**config.mk**
```make
export PLATFORM = sky130hd
export DESIGN_NAME = cond_unit
export DESIGN_NICKNAME = d
export VERILOG_FILES = /design/src/rtl/cond_unit.sv
export SDC_FILE = /design/constraint.sdc
export NUM_CORES = 1
export LEC_CHECK = 0
export CORE_ASPECT_RATIO = 1.2
export CORE_MARGIN = 4
export CORE_UTILIZATION = 45
export CTS_CLUSTER_DIAMETER = 80
export DETAILED_ROUTE_END_ITERATION = 8
export PLACE_DENSITY = 0.78
export REMOVE_ABC_BUFFERS = 1
export SLEW_MARGIN = 20
export SYNTH_ARGS = -nofsm -noshare
export SYNTH_HDL_FRONTEND = slang
export SYNTH_SLANG_ARGS = --single-unit
export TNS_END_PERCENT = 1
```
**constraint.sdc**
```tcl
create_clock -name clk -period 2.3 [get_ports clk]
set_clock_uncertainty 0.05 [all_clocks]
set_input_delay 0.575 -clock clk [delete_from_list [all_inputs] [get_ports clk]]
set_output_delay 0.575 -clock clk [all_outputs]
set_load 0.02 [all_outputs]
```
**src/rtl/cond_unit.sv**
```systemverilog
// Condition/flag stage: evaluates condition codes against forwarded flags,
// gates write/branch requests and owns the architectural {N,Z,C,V} register.
module cond_unit #(
  parameter logic [3:0] RESET_FLAGS = 4'b0000
) (
  input  logic       clk,
  input  logic       rst_n,
  input  logic       in_valid,
  output logic       in_ready,
  input  logic [3:0] cond,
  input  logic [1:0] flag_write,
  input  logic [3:0] alu_flags,
  input  logic       reg_write_in,
  input  logic       mem_write_in,
  input  logic       pc_src_in,
  input  logic       flush,
  output logic       out_valid,
  input  logic       out_ready,
  output logic       cond_ex,
  output logic       reg_write,
  output logic       mem_write,
  output logic       pc_src,
  output logic [3:0] flags
);

  logic [3:0] flags_q, flags_d;
  logic       out_valid_q, out_valid_d;
  logic       cond_ex_q, cond_ex_d;
  logic       reg_write_q, reg_write_d;
  logic       mem_write_q, mem_write_d;
  logic       pc_src_q, pc_src_d;
  logic [1:0] flag_write_q, flag_write_d;
  logic [3:0] pend_flags_q, pend_flags_d;

  logic [3:0] eff;
  logic       base;
  logic       cond_true;
  logic       accept;
  logic       rel;

  assign in_ready = !flush && (!out_valid_q || out_ready);
  assign accept   = in_valid && in_ready;
  assign rel      = out_valid_q && out_ready;

  // Held instruction's update is visible to the next one before it commits.
  always_comb begin
    eff = flags_q;
    if (out_valid_q && cond_ex_q) begin
      if (flag_write_q[1]) eff[3:2] = pend_flags_q[3:2];
      if (flag_write_q[0]) eff[1:0] = pend_flags_q[1:0];
    end
  end

  // Odd codes are the inverse of the preceding even code (NV = !AL).
  always_comb begin
    base = 1'b1;
    case (cond[3:1])
      3'd0: base = eff[2];
      3'd1: base = eff[1];
      3'd2: base = eff[3];
      3'd3: base = eff[0];
      3'd4: base = eff[1] && !eff[2];
      3'd5: base = (eff[3] == eff[0]);
      3'd6: base = !eff[2] && (eff[3] == eff[0]);
      default: base = 1'b1;
    endcase
    cond_true = base ^ cond[0];
  end

  // NOTE: every always_comb output gets a default first, so no path infers a latch.
  always_comb begin
    flags_d      = flags_q;
    out_valid_d  = out_valid_q;
    cond_ex_d    = cond_ex_q;
    reg_write_d  = reg_write_q;
    mem_write_d  = mem_write_q;
    pc_src_d     = pc_src_q;
    flag_write_d = flag_write_q;
    pend_flags_d = pend_flags_q;
    if (flush) begin
      out_valid_d = 1'b0;
    end else begin
      if (rel && cond_ex_q) flags_d = eff;
      if (accept) begin
        out_valid_d  = 1'b1;
        cond_ex_d    = cond_true;
        reg_write_d  = reg_write_in;
        mem_write_d  = mem_write_in;
        pc_src_d     = pc_src_in;
        flag_write_d = flag_write;
        pend_flags_d = alu_flags;
      end else if (rel) begin
        out_valid_d = 1'b0;
      end
    end
  end

  // NOTE: state updates use non-blocking assignments so all flops sample together.
  always_ff @(posedge clk or negedge rst_n) begin
    if (!rst_n) begin
      flags_q      <= RESET_FLAGS;
      out_valid_q  <= 1'b0;
      cond_ex_q    <= 1'b0;
      reg_write_q  <= 1'b0;
      mem_write_q  <= 1'b0;
      pc_src_q     <= 1'b0;
      flag_write_q <= 2'b00;
      pend_flags_q <= 4'b0000;
    end else begin
      flags_q      <= flags_d;
      out_valid_q  <= out_valid_d;
      cond_ex_q    <= cond_ex_d;
      reg_write_q  <= reg_write_d;
      mem_write_q  <= mem_write_d;
      pc_src_q     <= pc_src_d;
      flag_write_q <= flag_write_d;
      pend_flags_q <= pend_flags_d;
    end
  end

  assign out_valid = out_valid_q;
  assign cond_ex   = cond_ex_q;
  assign flags     = flags_q;
  assign reg_write = out_valid_q && cond_ex_q && reg_write_q;
  assign mem_write = out_valid_q && cond_ex_q && mem_write_q;
  assign pc_src    = out_valid_q && cond_ex_q && pc_src_q;

endmodule

```
==> summary.txt <==
Route
  – Number of vias in the routed layout: about 800
  – Number of remaining DRC errors: 0
  – Routed WL: approximately 2100 um
  – Detailed-route wire length per cell: between 10 and 15 um
  – Number of violations reported at the end of detailed-routing iteration 0: 9
  – Routed vias/inst: 5.37
  – Post-DRT Antenna Nets: 0
  – Length of the first detailed-routing pass in iterations: 4

Critical path
  – Endpoint of the worst register-to-register path: cond_ex
  – Depth of the worst register-to-register path: 6
  – Register-to-register setup slack: 0.42 ns
  – Crit Path Max Fanout: 3
  – Gate family responsible for the most delay along the worst path: buffers and inverters
  – Nature of the critical path startpoint: input port
  – Slowest-stage cell, CP: sky130_fd_sc_hd__clkdlybuf4s50_1
  – Crit Reg-Reg Startpoint: cond_ex
  – Count of buffering cells on the critical path with inverters included: 2
  – Required time at the endpoint of the critical path: 1.67 ns
  – Crit Path Category: input port to primary output
  – Cells traversed along the worst timing path: clkdlybuf4s50_1, nor2b_1, nor2_1, dlygate4sd2_1
  – Crit-path max cell delay: ~0.49 ns
  – Arrival time at the worst endpoint: 1.63 ns
  – Crit path capture type: primary output

GRT
  – Number of antenna violations at the first check in global routing: 0
  – Global route overflow: 0
  – Global-route usage over all layers: between 10% and 20%
  – Via count of the first global-routing pass: about 830
  – Largest net degree at the start of global routing: 16
  – First-pass GRT wire length: around 3800 um

Synth
  – Post-Synthesis Cell Area: between 900 and 1000 um^2
  – Yosys top cell by area: sky130_fd_sc_hd__dfrtp_1
  – Post-synthesis register bit count: 15
  – Mapped Cells: 100
  – Count of unique library cells instantiated by Yosys: 28
  – Number of enable-type register cells in the synthesized netlist: 0
  – Most repeated cell in the gate-level netlist after synthesis: sky130_fd_sc_hd__nand2_1
  – Synthesis warning total: 0
  – Main flop type after synthesis: sky130_fd_sc_hd__dfrtp_1
  – Register area share after synthesis: between 40 and 50%
  – Most frequent cells after synthesis: sky130_fd_sc_hd__nand2_1 (31), sky130_fd_sc_hd__dfrtp_1 (15), sky130_fd_sc_hd__inv_1 (6), sky130_fd_sc_hd__nor2_1 (6)
  – Leading cell types by total area after synthesis: sky130_fd_sc_hd__dfrtp_1 (41%), sky130_fd_sc_hd__nand2_1 (13%), sky130_fd_sc_hd__buf_6 (3.7%)
  – Synth async-reset ratio: between 90% and 100%
  – Average cell area after synthesis: approximately 9 um^2
  – Share of the synthesized area in the top cell type: 41.4%

Min path
  – Count of cells along the worst hold path: 2
  – Hold path startpoint: pc_src_q
  – Hold endpoint: pc_src_q
  – Worst min-delay path category: flop to flop

STA
  – Count of final max-slew check failures: 0
  – Least-Margin Pin Slew: roughly 0.7 ns
  – Maximum frequency from static timing analysis: between 400 and 500 MHz
  – Max transition margin: ~53%
  – Final period demand of the worst path: between 2 and 2.5 ns
  – Endpoints failing hold: 0
  – Finish-stage setup viols: 0
  – Hold_ws: approximately 0.43 ns
  – Unrepaired setup endpoints after global routing: no
  – Tcrit/Tclk final: 97.8%

Floorplanning
  – Count of boundary I/O pins: 28
  – Die boundary width: slightly below 50 um
  – Placement row count: 17
  – Total Die Area: about 2800 um^2
  – Die Y-Extent: around 57 um
  – Initial standard-cell utilization of the core: about half
  – Core footprint: 1870 um^2

Cells and area
  – Non-filler cells, final: approximately 150
  – Sequential cell area: 378 um^2
  – Final #Nets: 148
  – Total area of multi-input combinational cells: between 400 and 500 um^2
  – Fill cells: 156
  – Antenna diodes: 0
  – Fraction of layout instances using a drive strength above 1: ~15%
  – Layout overhead on the synthesized area: 33.6%

Clock tree
  – Number of buffers on the longest clock path: 2
  – Number of hold buffers added after CTS: 0
  – CTS tree: built
  – CTS clk-pin slew, worst paths: 0.09 ns
  – Number of sinks handled by clock tree synthesis: 15
  – Worst-skew pair later-pin latency: about 0.28 ns
  – H-tree depth: 1
  – Cell chosen for the clock root: sky130_fd_sc_hd__clkbuf_4
  – Clock buffers created by TritonCTS: 3

Power and ir drop
  – Max IR drop VDD: ~470 uV
  – Total power divided by cell area: around 580 nW/um^2
  – Static power due to leakage: around 0.00054 uW

Placed design
  – Placed cell count: 144
  – Post-detail-place hpwl: between 1500 and 2000 um
  – Gpl congestion: approximately 0.89
  – Number of buffers inserted by port buffering: 27

Run
  – Count of max-cap constraint violations: 0

Status
  – Result of the run: finished clean
==> metal layers <==
metal	up-vias	wire length (um)	GRT usage (%)
met5	-	0	0
met4	0	19	4.23
met3	4	117	3.66
met2	23	1070	27.8
met1	371	932	20.8
li1	397	-	-
==> worst register-to-register path: cells and delay by family, from the launching register on <==
family / cells / cell delay, ns
multiplexers: 2 / 0.48
AND/OR/NAND/NOR: 1 / 0.15
AO/OA/AOI/OAI: 3 / 0.56
flip-flops: 1 / 0.50
==> sequential cells by signal, indices dropped and copies added (netlist names) <==
register      count
pend_flags_q      4
flag_write_q      2
mem_write_q       1
cond_ex           1
out_valid         1
flags             4
pc_src_q          1
reg_write_q       1
==> timing repair <==
| action | CTS | global route |
|---|---|---|
| resized for setup | 3 | 0 |
| buffers inserted | 0 | 0 |
| setup endpoints to repair | 4 | 0 |
==> power by group <==
part	internal, uW	switching, uW
clock network	64.3	84.5
logic	105	94.3
registers	302	50.9
==> cells in the final DEF, fill, tap and decap left out, drive strengths merged, types with 3 or more instances in the layout <==
cell type and n:
dfrtp 15, mux2i 4, nand2 31, and3 5, buf 3, inv 6, clkbuf 3, clkdlybuf4s50 26
nor2 6, o211ai 4, nor2b 3, o21ai 4, nand3 3, nand4 3
==> cell families after synthesis <==
kind of cell	count (synthesis)	synth area share, %
buf+inv	11	7.04
xor+xnor	2	1.93
flops	15	41.4
compound gates	13	11.5
mux	6	9.53
simple gates	53	28.6
==> how the worst max path moves through the flow <==
| stage | start | endpoint | cells past startpoint |
|---|---|---|---|
| floorplan | out_valid | cond_ex | 6 |
| global placement | out_ready | in_ready | 4 |
| detailed placement | out_ready | in_ready | 4 |
| CTS | out_ready | in_ready | 4 |
| global route | out_ready | in_ready | 4 |
| finish | out_ready | in_ready | 4 |
==> metrics by stage <==
stage	power, uW	utilization, %	TNS (ns)	cell area (um^2)	setup slack (ns)
final	701	64.6	0	1210	0.0498
after detailed placement	557	63.1	-0.354	1180	-0.231
after global placement	549	63.1	-0.242	1180	-0.184
after CTS	703	64.6	0	1210	0.0429
after global routing	739	64.6	0	1210	0.00820
after floorplan	450	-	0	865	0.420
==> area by class of cell <==
cell class | instances | share of cell area (%)
multi-input cells | 74 | 38.6
flip-flops and latches | 15 | 31.2
repair buffers | 30 | 24.1
well taps | 19 | 1.96
clock buffers | 3 | 1.86
inverters | 6 | 1.86
clock inverters | 1 | 0.414
Note: power is estimated with default switching activity, not from simulation.
